File: config.mk
export PLATFORM = sky130hd
export DESIGN_NAME = bus_rr_arbiter
export DESIGN_NICKNAME = d
export VERILOG_FILES = /design/src/rtl/bus_rr_arbiter.sv
export SDC_FILE = /design/constraint.sdc
export NUM_CORES = 1
export LEC_CHECK = 0
export CAP_MARGIN = 20
export CORE_ASPECT_RATIO = 0.7
export CORE_MARGIN = 2
export CORE_UTILIZATION = 59
export CTS_BUF_LIST = sky130_fd_sc_hd__clkbuf_2
export CTS_CLUSTER_DIAMETER = 60
export DETAILED_ROUTE_END_ITERATION = 16
export GPL_TIMING_DRIVEN = 0
export PLACE_DENSITY = 0.91
export SLEW_MARGIN = 15
export SYNTH_ARGS = -nofsm -noshare
export SYNTH_HDL_FRONTEND = slang
export SYNTH_SLANG_ARGS = --single-unit
File: constraint.sdc
create_clock -name clk -period 3.8 [get_ports clk]
set_clock_uncertainty 0.1 [all_clocks]
set_input_delay 0.76 -clock clk [delete_from_list [all_inputs] [get_ports clk]]
set_output_delay 0.76 -clock clk [all_outputs]
set_load 0.01 [all_outputs]
File: src/rtl/bus_rr_arbiter.sv
// Four-requester round-robin bus arbiter with a bounded hold time and a shared 4:1 data path.
// The grant is dropped on a voluntary release, a request drop, or hold expiry; timeout marks expiry.
module bus_rr_arbiter #(
    parameter int unsigned MAX_HOLD = 8
) (
    input  logic       clk,
    input  logic       rst,
    input  logic [3:0] req,
    input  logic       done,
    input  logic [3:0] din,
    output logic [3:0] gnt,
    output logic [1:0] gnt_id,
    output logic       busy,
    output logic       dout,
    output logic       timeout
);

    typedef enum logic {IDLE, OWN} state_t;

    localparam logic [3:0] HOLD_LIMIT = 4'(MAX_HOLD);

    state_t     state;
    logic [3:0] ptr;
    logic [3:0] hold;
    logic [1:0] ptr_idx;
    logic [1:0] cand;
    logic [1:0] win;
    logic       win_vld;
    logic       vol_rel;
    logic       hold_hit;

    always_comb begin
        ptr_idx = 2'd0;
        unique case (ptr)
            4'b0010: ptr_idx = 2'd1;
            4'b0100: ptr_idx = 2'd2;
            4'b1000: ptr_idx = 2'd3;
            default: ptr_idx = 2'd0;
        endcase
    end

    // First requester at or after the pointer, wrapping 3 -> 0.
    always_comb begin
        win     = 2'd0;
        win_vld = 1'b0;
        cand    = 2'd0;
        for (int unsigned k = 0; k < 4; k++) begin
            cand = ptr_idx + k[1:0];
            if (!win_vld && req[cand]) begin
                win     = cand;
                win_vld = 1'b1;
            end
        end
    end

    assign vol_rel  = done || !req[gnt_id];
    assign hold_hit = (hold == HOLD_LIMIT);

    always_ff @(posedge clk) begin
        if (!rst) begin
            state   <= IDLE;
            ptr     <= 4'b0001;
            hold    <= '0;
            gnt     <= '0;
            gnt_id  <= '0;
            busy    <= 1'b0;
            timeout <= 1'b0;
        end else begin
            unique case (state)
                IDLE: begin
                    timeout <= 1'b0;
                    if (win_vld) begin
                        state  <= OWN;
                        gnt    <= 4'b0001 << win;
                        gnt_id <= win;
                        busy   <= 1'b1;
                        hold   <= 4'd1;
                        ptr    <= 4'b0001 << 2'(win + 2'd1);
                    end else begin
                        hold <= '0;
                    end
                end
                OWN: begin
                    if (vol_rel || hold_hit) begin
                        state   <= IDLE;
                        gnt     <= '0;
                        gnt_id  <= '0;
                        busy    <= 1'b0;
                        hold    <= '0;
                        // A voluntary release coinciding with expiry is not a timeout.
                        timeout <= hold_hit && !vol_rel;
                    end else begin
                        hold    <= hold + 4'd1;
                        timeout <= 1'b0;
                    end
                end
                default: state <= IDLE;
            endcase
        end
    end

    assign dout = busy ? din[gnt_id] : 1'b0;

endmodule

==> flow_summary.json, run 1 <==
{
  "busiest_layer": "met2",
  "grt_pass1_wl_mm": 4.91,
  "crit_start": "din[3]",
  "syn_area_mm2": 0.00118,
  "setup_tns_ps": 0,
  "placeableCoreArea_mm2": 0.00187,
  "first_pass_iters": 4,
  "ys_seq_area_frac": 0.288,
  "worst_ep_arrival_time_ps": 2240,
  "vias": 1064,
  "fill_cells": 145,
  "yosysTopAreaCellShare": 0.288,
  "vias_per_cell": 6.22,
  "max_cap_viol_count": 0,
  "critical_path.endpoint": "dout",
  "reg2reg_from": "ptr[2]",
  "grt_pass1_vias": 1029,
  "drive_gt1_frac": 0.188,
  "placed_cells": 167,
  "grt_setup_unrepaired": "no",
  "synth_ff_type": "dfxtp_1",
  "grt_use_met3": 0.0966,
  "syn2layout_area_growth_pct": 19.3,
  "final_cells": 171,
  "drt-initial-drc-count": 61,
  "gp_congestion": 0.908,
  "r2r_cells": 7,
  "max_freq_ghz": 0.323,
  "p_total_mw": 0.707,
  "slew_headroom": 0.638,
  "grt_max_degree": 11,
  "die_w_um": 57.5,
  "irDropWorstVdd_uv": 357,
  "ys_types": 52,
  "hold_violations": 0,
  "use_met2": 0.393,
  "min_period_over_period": 0.815,
  "synth_cells": 127,
  "cts_tree": "built",
  "use_met1": 0.369,
  "clk_pin_slew_ps": 160,
  "hold_slack_ps": 400,
  "worstPathRequired_ps": 2940,
  "dp_hpwl_mm": 2.14,
  "clockBufferDepth": 2,
  "worstSetupEndpointType": "primary output",
  "cellPowerDensity_mw_per_mm2": 503,
  "drc": 0,
  "worst_r2r_endpoint": "gnt[3]",
  "wirelength_mm": 2.77,
  "synth_edf_count": 0,
  "final_util": 0.753,
  "io_pins": 20,
  "grt_usage": 0.268,
  "min_period_ps": 3100,
  "htree_levels": 1,
  "hold_buffers": 0,
  "start_util": 0.631,
  "cts-root-buf": "clkbuf_2",
  "status": "completed",
  "diodes": 0,
  "setup.worst_path.start_class": "input pin",
  "clock_latency_ps": 310,
  "timing.final.max_slew_violations": 0,
  "setup_viol": 0,
  "antenna_found_initial": 0,
  "dieArea_mm2": 0.00238,
  "drtAntennaViolNets": 0,
  "async_flop_share": 0,
  "worstHoldPathType": "flop to flop",
  "avgSynthCellArea_um2": 9.29,
  "syn_nets": 140,
  "synth_top_area_cell": "dfxtp_1",
  "cts_buffers": 3,
  "layout.nets": 163,
  "synth_area_leaders": "dfxtp_1 29%, nand3_1 3.8%, mux4_2 3.8%, o31ai_4 3.6%, nand2_1 3.2%",
  "wire_per_inst_um": 16.2,
  "cellLeakagePower_nw": 0.546,
  "post_cts_resized": 0,
  "post_cts_buffers": 0,
  "cts.sink_count": 17,
  "die_y_um": 41.4,
  "worst-path-max-fanout": 1,
  "ys_seq_elements": 17,
  "r2r_setup_slack_ps": 1540,
  "row_count": 13,
  "grt_overflow": 0,
  "io_buffer_count": 18,
  "path_class": "input pin to primary output",
  "synthesis.yosys.warnings": 0,
  "worstMarginPinSlew_ps": 539
}
[routing by layer]
metal	up-vias	wire [um]
met5	-	0
li1	514	-
met3	5	250
met1	498	1270
met4	0	29
met2	47	1220
[through the flow]
step	cell area, um2	setup slack (ps)
finish	1410	702
global placement	1390	715
CTS	1410	699
global route	1410	672
floorplan	1180	1560
detailed placement	1390	699
[logic make-up (layout without fill, tap and decap cells)]
family          Yosys count  in the layout  synth area share
mux                       2              2            0.0382
flops                    17             17             0.288
buf+inv                  14             36            0.0647
simple gates             49             49             0.240
xor+xnor                  6              6            0.0445
fa+ha+maj                 2              2            0.0212
compound gates           37             37             0.303
[where the power goes]
part / internal [mW] / switching, mW
clock network: 0.0238 / 0.0588
registers: 0.208 / 0.0291
logic: 0.174 / 0.214
total: 0.406 / 0.302
[synthesized netlist by cell type, types with 2 or more instances]
master and instances:
and2_1 2, nand4_1 2, o21ai_0 5, a22oi_1 2, nand3b_1 2, xnor2_1 3, a21oi_1 3, a21o_1 2
a22o_1 3, nand3_1 9, nor2_1 8, a32o_2 2, buf_6 3, o31ai_1 4, nand2_1 10, mux4_2 2
a32o_1 2, dfxtp_1 17, o31ai_4 2, ha_1 2, xor2_1 3, inv_1 9
[critical path: stages]
cell and delay (ps):
clkdlybuf4s50_1 390, mux4_2 450, and2_1 160, clkdlybuf4s50_1 470
[registers in the layout, indices dropped and copies added, names as in the netlist]
signal	cells
state	1
hold	4
busy	1
ptr	4
gnt_id	2
gnt	4
timeout	1
[area by class of cell]
type	count	area, um2	share of cell area
multi-input cells	96	763	0.542
flip-flops and latches	17	340	0.242
plain buffers	5	42.5	0.0302
inverters	9	33.8	0.0240
clock buffers	3	15.0	0.0107
clock inverters	1	5.00	0.00356
repair buffers	18	180	0.128
well taps	22	27.5	0.0196
[worst min-delay path by stage]
stage	startpoint	to	slack, ps	depth (start not counted)
4_1_cts	gnt[2]	gnt[2]	400	1
2_1_floorplan	state	timeout	370	2
3_5_place_dp	gnt[2]	gnt[2]	360	1
5_1_grt	gnt[2]	gnt[2]	430	1
3_3_place_gp	gnt[1]	gnt[1]	360	1
6_report	gnt[2]	gnt[2]	400	1
[layout by cell type (no fill, tap or decap), types with 3 or more instances in the layout]
cell type         n
a22o_1            3
inv_1             9
clkbuf_2          3
xnor2_1           3
clkdlybuf4s50_1  18
dfxtp_1          17
o21ai_0           5
nand3_1           9
nand2_1          10
buf_6             3
a21oi_1           3
nor2_1            8
o31ai_1           4
xor2_1            3
(Power assumes the default switching activity.)
==> run 2, diff against run 1 <==
--- a/config.mk
+++ b/config.mk
@@ -8,12 +8,12 @@
 export CAP_MARGIN = 20
 export CORE_ASPECT_RATIO = 0.7
 export CORE_MARGIN = 2
-export CORE_UTILIZATION = 59
+export CORE_UTILIZATION = 54
 export CTS_BUF_LIST = sky130_fd_sc_hd__clkbuf_2
 export CTS_CLUSTER_DIAMETER = 60
 export DETAILED_ROUTE_END_ITERATION = 16
 export GPL_TIMING_DRIVEN = 0
-export PLACE_DENSITY = 0.91
+export PLACE_DENSITY = 0.85
 export SLEW_MARGIN = 15
 export SYNTH_ARGS = -nofsm -noshare
 export SYNTH_HDL_FRONTEND = slang
==> constraint.sdc (replaced) <==
create_clock -name clk -period 3 [get_ports clk]
set_clock_uncertainty 0.1 [all_clocks]
set_input_delay 0.6 -clock clk [delete_from_list [all_inputs] [get_ports clk]]
set_output_delay 0.6 -clock clk [all_outputs]
set_load 0.01 [all_outputs]
==> run 2 against run 1 <==
Net effect:
- non-clock buffer count is the same
- via count grew 0.38%
- die area grew 8.5%
- largest power group unchanged
- critical endpoint unchanged
- utilization shrank 8.2 points
- first-iteration DRC count shrank 18%
- routed wire length grew 0.94%
- critical path depth is the same
- worst setup slack lost 500 ps
==> flow_summary.json, run 2 (synthesized netlist as in run 1, its figures left out) <==
{
  "status": "completed",
  "hold_buffers": 0,
  "htree_levels": 1,
  "worstMarginPinSlew_ps": 559,
  "path_class": "input pin to primary output",
  "io_buffer_count": 18,
  "start_util": 0.561,
  "grt_setup_unrepaired": "no",
  "drtAntennaViolNets": 0,
  "clockBufferDepth": 2,
  "fill_cells": 172,
  "cp_top_family": "buffers and inverters",
  "cts_buffers": 3,
  "cpPeakStageDelay_ps": 470,
  "worst-path-max-fanout": 1,
  "hold_violations": 0,
  "grt_pass1_vias": 991,
  "clock_latency_ps": 290,
  "gp_congestion": 0.934,
  "place_ws_ps": 164,
  "min_period_ps": 2800,
  "clk_pin_slew_ps": 130,
  "grt_max_degree": 11,
  "drc": 0,
  "drive_gt1_frac": 0.188,
  "setup_tns_ps": 0,
  "grt_overflow": 0,
  "vias_per_cell": 6.17,
  "timing.final.max_slew_violations": 0,
  "slew_headroom": 0.625,
  "grt_usage": 0.231,
  "syn2layout_area_growth_pct": 19.5,
  "cellPowerDensity_mw_per_mm2": 634,
  "finalWorstSetupSlack_ps": 201,
  "path_buf_inv": 2,
  "grt_pass1_wl_mm": 4.50,
  "min_period_over_period": 0.933,
  "wirelength_mm": 2.80,
  "worstPathRequired_ps": 2300,
  "setup_viol": 0,
  "die_w_um": 59.9,
  "vias": 1068,
  "layout_common_cells": "18 x clkdlybuf4s50_1, 17 x dfxtp_1, 10 x nand2_1",
  "drt-initial-drc-count": 50,
  "post_cts_resized": 0,
  "crit_path_top_delay_cell": "clkdlybuf4s50_1",
  "worst_ep_arrival_time_ps": 2100,
  "die_y_um": 43.1,
  "post_cts_buffers": 0,
  "worstHoldPathType": "flop to flop",
  "path_cells": "clkdlybuf4s50_1 -> mux4_2 -> and2_1 -> clkdlybuf4s50_1",
  "diodes": 0,
  "first_pass_iters": 4,
  "layout.nets": 163,
  "path_common_cell": "clkdlybuf4s50_1",
  "irDropWorstVdd_uv": 386,
  "placeableCoreArea_mm2": 0.00210,
  "cts.sink_count": 17,
  "cts_tree": "built",
  "row_count": 14,
  "cts-root-buf": "clkbuf_2",
  "antenna_found_initial": 0,
  "dp_hpwl_mm": 2.16,
  "max_cap_viol_count": 0,
  "max_freq_ghz": 0.357,
  "io_pins": 20,
  "layout_commonest_cell": "clkdlybuf4s50_1",
  "worstSetupEndpointType": "primary output",
  "dieArea_mm2": 0.00258,
  "wire_per_inst_um": 16.2,
  "cellLeakagePower_nw": 0.546,
  "setup.worst_path.start_class": "input pin",
  "reg.largest.list": "gnt: 4 flops, hold: 4 flops, ptr: 4 flops"
}
## run 2: layout make-up
class                           count  area, um2  area share
Tap cell                           24       30.0      0.0213
Buffer                              5       42.5      0.0302
Sequential cell                    17        340       0.241
Clock buffer                        4       20.0      0.0142
Timing Repair Buffer               18        180       0.128
Inverter                            9       33.8      0.0240
Multi-Input combinational cell     96        763       0.541
## run 2: path summary, 6_finish.rpt
kind                  to   start  slack [ps]  cells after the start
hold reg to reg   gnt[2]  gnt[2]         390                      1
setup reg to reg  gnt[0]  ptr[2]         700                      7
setup / recovery    dout  din[3]         200                      4
hold / removal    gnt[2]  gnt[2]         390                      1
## run 2: report_power, final
group / switching (mW) / internal [mW]
logic: 0.271 / 0.220
registers: 0.0356 / 0.263
clock network: 0.0680 / 0.0354
## run 2: metal layers
layer / routed length (um) / track usage / vias to the layer above
met1: 1290 / 0.312 / 508
met4: 9 / 0.0356 / 0
li1: - / - / 515
met3: 154 / 0.0488 / 2
met2: 1350 / 0.383 / 43
met5: 0 / 0 / -
## run 2: through the flow
step / power, mW / hold slack (ps) / area (um2) / instances / utilization
after floorplan: 0.655 / 372 / 1180 / 127 / -
after global placement: 0.769 / 358 / 1390 / 169 / 0.661
after detailed placement: 0.787 / 363 / 1390 / 169 / 0.661
after CTS: 0.890 / 401 / 1410 / 173 / 0.671
after global routing: 0.945 / 424 / 1410 / 173 / 0.671
final: 0.894 / 391 / 1410 / 173 / 0.671
==> run 3, diff against run 2 <==
--- a/config.mk
+++ b/config.mk
@@ -14,7 +14,7 @@
 export DETAILED_ROUTE_END_ITERATION = 16
 export GPL_TIMING_DRIVEN = 0
 export PLACE_DENSITY = 0.85
-export SLEW_MARGIN = 15
+export SLEW_MARGIN = 20
 export SYNTH_ARGS = -nofsm -noshare
 export SYNTH_HDL_FRONTEND = slang
 export SYNTH_SLANG_ARGS = --single-unit
==> results of run 3 <==
Same layout as run 2: the final DEF is identical, and so are final timing and power.
